<file path="src/rtl/nv_nvdla_skid_pipe_pkg.sv">
// Shared constants and helpers for the chained skid/pipe valid-ready slice.
// Limits are checked when nv_nvdla_skid_pipe_n is elaborated.
package nv_nvdla_skid_pipe_pkg;

   localparam int SKID_PIPE_MAX_STAGES = 4;
   localparam int SKID_PIPE_MAX_DW     = 1024;
   localparam int STALL_CNT_W          = 32;

   function automatic bit skid_pipe_cfg_ok(input int dw, input int stages);
      return (dw >= 1) && (dw <= SKID_PIPE_MAX_DW) &&
             (stages >= 1) && (stages <= SKID_PIPE_MAX_STAGES);
   endfunction

   // The counter holds at all-ones instead of wrapping back to zero.
   function automatic logic [STALL_CNT_W-1:0] stall_sat_inc(input logic [STALL_CNT_W-1:0] cnt);
      if (&cnt) begin
         return cnt;
      end else begin
         return cnt + {{(STALL_CNT_W-1){1'b0}}, 1'b1};
      end
   endfunction

endpackage

</file>
<file path="src/rtl/nv_nvdla_skid_pipe_stage.sv">
// One skid-plus-pipe register slice. up_rdy and dn_vld/dn_pd are flops, so the
// slice breaks both the forward and the backward timing paths.
module nv_nvdla_skid_pipe_stage
   import nv_nvdla_skid_pipe_pkg::*;
#(
   parameter int DW = 515
)
(
   input  logic          clk,
   input  logic          rst_n,
   input  logic          flush,
   input  logic          up_vld,
   input  logic [DW-1:0] up_pd,
   output logic          up_rdy,
   output logic          dn_vld,
   output logic [DW-1:0] dn_pd,
   input  logic          dn_rdy
);

   logic          skid_rdy_r;
   logic          skid_vld_r;
   logic [DW-1:0] skid_pd_r;
   logic          pipe_vld_r;
   logic [DW-1:0] pipe_pd_r;

   logic          pipe_rdy_bc_s;
   logic          catch_s;
   logic          skid_vld_nxt_s;
   logic          skid_rdy_nxt_s;
   logic          sp_vld_s;
   logic [DW-1:0] sp_pd_s;
   logic          pipe_vld_nxt_s;

   // Next-state terms for the skid and pipe registers.
   always_comb begin
      pipe_rdy_bc_s  = 1'b0;
      catch_s        = 1'b0;
      skid_vld_nxt_s = 1'b0;
      skid_rdy_nxt_s = 1'b1;
      sp_vld_s       = 1'b0;
      sp_pd_s        = {DW{1'b0}};
      pipe_vld_nxt_s = 1'b0;

      pipe_rdy_bc_s = dn_rdy | ~pipe_vld_r;
      catch_s       = up_vld & skid_rdy_r & ~pipe_rdy_bc_s;

      // A full skid only drains; it is never reloaded while it holds a beat.
      if (skid_vld_r) begin
         skid_vld_nxt_s = ~pipe_rdy_bc_s;
         skid_rdy_nxt_s = pipe_rdy_bc_s;
      end else begin
         skid_vld_nxt_s = catch_s;
         skid_rdy_nxt_s = ~catch_s;
      end

      if (skid_rdy_r) begin
         sp_vld_s = up_vld;
         sp_pd_s  = up_pd;
      end else begin
         sp_vld_s = skid_vld_r;
         sp_pd_s  = skid_pd_r;
      end

      if (pipe_rdy_bc_s) begin
         pipe_vld_nxt_s = sp_vld_s;
      end else begin
         pipe_vld_nxt_s = 1'b1;
      end
   end

   // Control flops: async reset, flush empties the slice on the next edge.
   always_ff @(posedge clk or negedge rst_n) begin
      if (!rst_n) begin
         skid_rdy_r <= 1'b1;
         skid_vld_r <= 1'b0;
         pipe_vld_r <= 1'b0;
      end else if (flush) begin
         skid_rdy_r <= 1'b1;
         skid_vld_r <= 1'b0;
         pipe_vld_r <= 1'b0;
      end else begin
         skid_rdy_r <= skid_rdy_nxt_s;
         skid_vld_r <= skid_vld_nxt_s;
         pipe_vld_r <= pipe_vld_nxt_s;
      end
   end

   // Payload flops carry no reset; a flush leaves them untouched.
   always_ff @(posedge clk) begin
      if (catch_s && !flush) begin
         skid_pd_r <= up_pd;
      end
      if (pipe_rdy_bc_s && sp_vld_s && !flush) begin
         pipe_pd_r <= sp_pd_s;
      end
   end

   assign up_rdy = skid_rdy_r;
   assign dn_vld = pipe_vld_r;
   assign dn_pd  = pipe_pd_r;

endmodule

</file>
<file path="src/rtl/nv_nvdla_skid_pipe_n.sv">
// STAGES chained skid/pipe slices over a DW-bit payload with synchronous flush.
// Defining NVDLA_SKID_PIPE_STALL_CNT_EN adds the saturating stall_cnt output.
module nv_nvdla_skid_pipe_n
   import nv_nvdla_skid_pipe_pkg::*;
#(
   parameter int DW     = 515,
   parameter int STAGES = 1
)
(
   input  logic          nvdla_core_clk,
   input  logic          nvdla_core_rstn,
   input  logic          in_vld,
   output logic          in_rdy,
   input  logic [DW-1:0] in_pd,
   output logic          out_vld,
   input  logic          out_rdy,
   output logic [DW-1:0] out_pd,
   input  logic          flush
`ifdef NVDLA_SKID_PIPE_STALL_CNT_EN
   ,
   output logic [STALL_CNT_W-1:0] stall_cnt
`endif
);

   if (!skid_pipe_cfg_ok(DW, STAGES)) begin : g_bad_cfg
      $error("nv_nvdla_skid_pipe_n: DW or STAGES out of range");
   end

   // Index k is the input of slice k; index STAGES is the pipe output.
   logic [STAGES:0] vld_chain_s;
   logic [STAGES:0] rdy_chain_s;
   logic [DW-1:0]   pd_chain_s [STAGES+1];

   assign vld_chain_s[0]      = in_vld;
   assign pd_chain_s[0]       = in_pd;
   assign rdy_chain_s[STAGES] = out_rdy;

   for (genvar k = 0; k < STAGES; k++) begin : g_stage
      nv_nvdla_skid_pipe_stage #(
         .DW (DW)
      ) u_stage (
         .clk    (nvdla_core_clk),
         .rst_n  (nvdla_core_rstn),
         .flush  (flush),
         .up_vld (vld_chain_s[k]),
         .up_pd  (pd_chain_s[k]),
         .up_rdy (rdy_chain_s[k]),
         .dn_vld (vld_chain_s[k+1]),
         .dn_pd  (pd_chain_s[k+1]),
         .dn_rdy (rdy_chain_s[k+1])
      );
   end

   assign in_rdy  = rdy_chain_s[0];
   assign out_vld = vld_chain_s[STAGES];
   assign out_pd  = pd_chain_s[STAGES];

`ifdef NVDLA_SKID_PIPE_STALL_CNT_EN
   logic [STALL_CNT_W-1:0] stall_cnt_r;

   // Stall counter: flush clear wins over a same-cycle increment.
   always_ff @(posedge nvdla_core_clk or negedge nvdla_core_rstn) begin
      if (!nvdla_core_rstn) begin
         stall_cnt_r <= {STALL_CNT_W{1'b0}};
      end else if (flush) begin
         stall_cnt_r <= {STALL_CNT_W{1'b0}};
      end else if (out_vld && !out_rdy) begin
         stall_cnt_r <= stall_sat_inc(stall_cnt_r);
      end else begin
         stall_cnt_r <= stall_cnt_r;
      end
   end

   assign stall_cnt = stall_cnt_r;
`else
   // Without the stall counter the pipe is the slice chain alone.
`endif

endmodule

</file>
<file path="config.mk">
export PLATFORM = sky130hd
export DESIGN_NAME = nv_nvdla_skid_pipe_n
export DESIGN_NICKNAME = d
export VERILOG_FILES = /design/src/rtl/nv_nvdla_skid_pipe_pkg.sv /design/src/rtl/nv_nvdla_skid_pipe_stage.sv /design/src/rtl/nv_nvdla_skid_pipe_n.sv
export SDC_FILE = /design/constraint.sdc
export NUM_CORES = 1
export LEC_CHECK = 0
export BUFFER_PORTS_ARGS = -buffer_cell sky130_fd_sc_hd__buf_2
export CAP_MARGIN = 20
export CORE_AREA = 2 2 402 404
export CTS_BUF_LIST = sky130_fd_sc_hd__clkbuf_4 sky130_fd_sc_hd__clkbuf_8
export DETAILED_ROUTE_END_ITERATION = 10
export DIE_AREA = 0 0 404 406
export GPL_TIMING_DRIVEN = 0
export PLACE_DENSITY = 0.48
export SLEW_MARGIN = 20
export SYNTH_ARGS = -nofsm -noshare
export SYNTH_HDL_FRONTEND = slang
export SYNTH_SLANG_ARGS = --single-unit
</file>
<file path="constraint.sdc">
create_clock -name nvdla_core_clk -period 42.8 [get_ports nvdla_core_clk]
set_clock_uncertainty 0.05 [all_clocks]
set_input_delay 6.42 -clock nvdla_core_clk [delete_from_list [all_inputs] [get_ports nvdla_core_clk]]
set_output_delay 6.42 -clock nvdla_core_clk [all_outputs]
set_load 0.01 [all_outputs]
</file>
==> out/results.ini <==
[run_status]
status = finished clean

[global_route]
gr-usage-all-layers_pct = 13.6
gr-usage-met1_pct = 15.5
grt_remaining_overflow = 0
grt_pass1_wl_um = 159000
antenna_found_initial = 39
grt-busiest-layer = met2
use_met3_pct = 5.38
use_met2_pct = 22.9
grt_pass1_vias = 21359
grt_max_degree = 17

[route]
ant_nets = 0
drt_iter0_drc = 1257
routed_wl_um = 116000
drt_pass1_iterations = 5
wl_per_cell_um = 22.5
avgViaCountPerCell = 4.01
route.detailed.drc = 0
num_vias = 20706

[placement]
hpwl_um = 88700
place_congestion = 0.841
port_buffers = 1036
place_inst = 4827

[worst_hold_path]
min_path_type = flop to flop
hold_start = g_stage[0].u_stage.skid_pd_r[245]

[synthesis]
syn_area_mm2 = 0.0373
synth_cells = 1616
ys_top_cells_by_area = edfxtp_1, mux2_2, buf_4, mux2_4, buf_2
synth_top_cell_by_area = edfxtp_1
syn_nets = 2136
syn_area_per_cell_um2 = 23.1
yosys_warnings = 0
seq_area_frac_synth_pct = 83.0
ys_types = 15
ys_ff_latch = 1033
synth_top_area_share_pct = 82.8

[final_layout]
drive_gt1_share_pct = 64.6
seq_area_mm2 = 0.0310
final_common_cell = buf_2
syn2layout_area_growth_pct = 34.5
nets = 3446
multi_input_area_mm2 = 0.00595
final_cells = 5168
layout_common_cells = buf_2, edfxtp_1, mux2_2
fill_cells = 15769

[timing]
setup-tns-final_ns = 0
rsz0062_at_grt = no
finalCritPeriodShare_pct = 21.6
slew_viol_final = 0
timing.final.crit_period_ns = 9.24
tightest_slew_ns = 0.605
setup_viol_count_final = 0
clock.fmax_mhz = 108
hold_viol = 0
slew_headroom_pct = 59.5

[clocking]
clockBufferDepth = 3
htree_levels = 4
cts.reportedPaths.clkPinSlew_ns = 0.06
cts_sinks = 1033
hold_buffers = 0
cts-root-buf = clkbuf_8
cts_tree = built
cts.repair.resized = 0
numCtsBuffers = 183
cts_setup_buffers = 0
worstSkewPairLatency_ns = 0.92

[pwr]
total_power_uw = 2220
p_per_area_mw_per_mm2 = 44.2
ir_worst_vdd_mv = 0.0303
p_leak_uw = 0.0187

[floorplan]
fp.dieH_um = 406
io_pins = 1037
start_util_pct = 23.4
core_mm2 = 0.160
die_width_um = 404
rows = 147
die_area_mm2 = 0.164

[critical_path]
criticalPathCategory = input port to flop
reg2reg_from = g_stage[0].u_stage.up_rdy
r2r_slack_ns = 37.53
cp-end-kind = flop
start_kind = input port
crit_arrival_ns = 9.78
cp_max_fo = 15
cp_data_required_time_ns = 43.35
cp-startpoint = out_rdy

[run]
drv_cap = 0

-- power breakdown --
| group | switching [µW] | internal [µW] | total (µW) |
|---|---|---|---|
| clock network | 423 | 500 | 924 |
| logic | 74.8 | 64.8 | 140 |
| registers | 7.60 | 1150 | 1160 |
-- cell families after synthesis --
| kind of cell | after synthesis | synth area share, % |
|---|---|---|
| buffers and inverters | 58 | 1.11 |
| AO/OA/AOI/OAI | 2 | 0.0268 |
| AND/OR/NAND/NOR | 7 | 0.101 |
| multiplexers | 516 | 15.7 |
| flip-flops | 1033 | 83.0 |
-- critical path, stage by stage --
cell and delay [ns]:
buf_2 0.11, nand2b_1 0.22, nor3_4 0.55, buf_8 0.24, buf_8 0.17, buf_8 0.18
buf_8 0.19, buf_8 0.19, buf_8 0.19, buf_16 0.16, buf_8 0.17, buf_8 0.18
buf_8 0.18, buf_8 0.18, buf_8 0.18, buf_8 0.18
-- cell type report --
type,instances,share of cell area [%]
plain buffers,58,0.827
multi-input cells,525,11.8
clock inverters,77,1.21
well taps,2086,5.20
flip-flops and latches,1033,61.7
diodes,18,0.0897
clock buffers,246,5.99
repair buffers,1125,13.1
-- metrics by stage --
step	setup slack [ns]	utilization (%)	instance area [µm²]	hold WS (ns)
2_1_floorplan	15.43	-	37400	0.471
3_3_place_gp	0.567	28.3	45200	0.477
3_5_place_dp	32.63	29.2	46600	0.483
4_1_cts	33.66	31.4	50200	0.484
5_1_grt	33.46	31.5	50200	0.503
6_report	33.56	31.5	50200	0.478
-- cells in the mapped netlist --
master    count
edfxtp_1   1030
nand2b_1      1
mux2i_1       1
buf_4        40
buf_6         4
or3_1         1
nor2b_1       1
dfstp_2       1
nor3_1        3
mux2_2      496
buf_2        14
a21oi_1       2
dfrtp_1       2
nand2_1       1
mux2_4       19
-- sequential cells by signal, summed over array words and instances, names as in the netlist --
signal	count
g_stage.u_stage.up_rdy	1
g_stage.u_stage.dn_vld	1
g_stage.u_stage.skid_vld_r	1
g_stage.u_stage.skid_pd_r	515
g_stage.u_stage.dn_pd	515
-- layer usage --
layer  wire [µm]  part of all wire (%)
met1       45000                    39
met2       58100                    50
met3       10000                   8.6
met4        3070                   2.6
met5         144                  0.12
-- final timing paths --
kind | to | depth (start not counted)
setup / recovery | g_stage[0].u_stage.skid_pd_r[25] | 16
setup reg to reg | g_stage[0].u_stage.skid_pd_r[25] | 19
hold reg to reg | g_stage[0].u_stage.dn_pd[245] | 1
min in group asynchronous | g_stage[0].u_stage.skid_vld_r | 1
max in group asynchronous | g_stage[0].u_stage.up_rdy | 1
hold / removal | g_stage[0].u_stage.dn_pd[245] | 1
(Power assumes the default switching activity.)
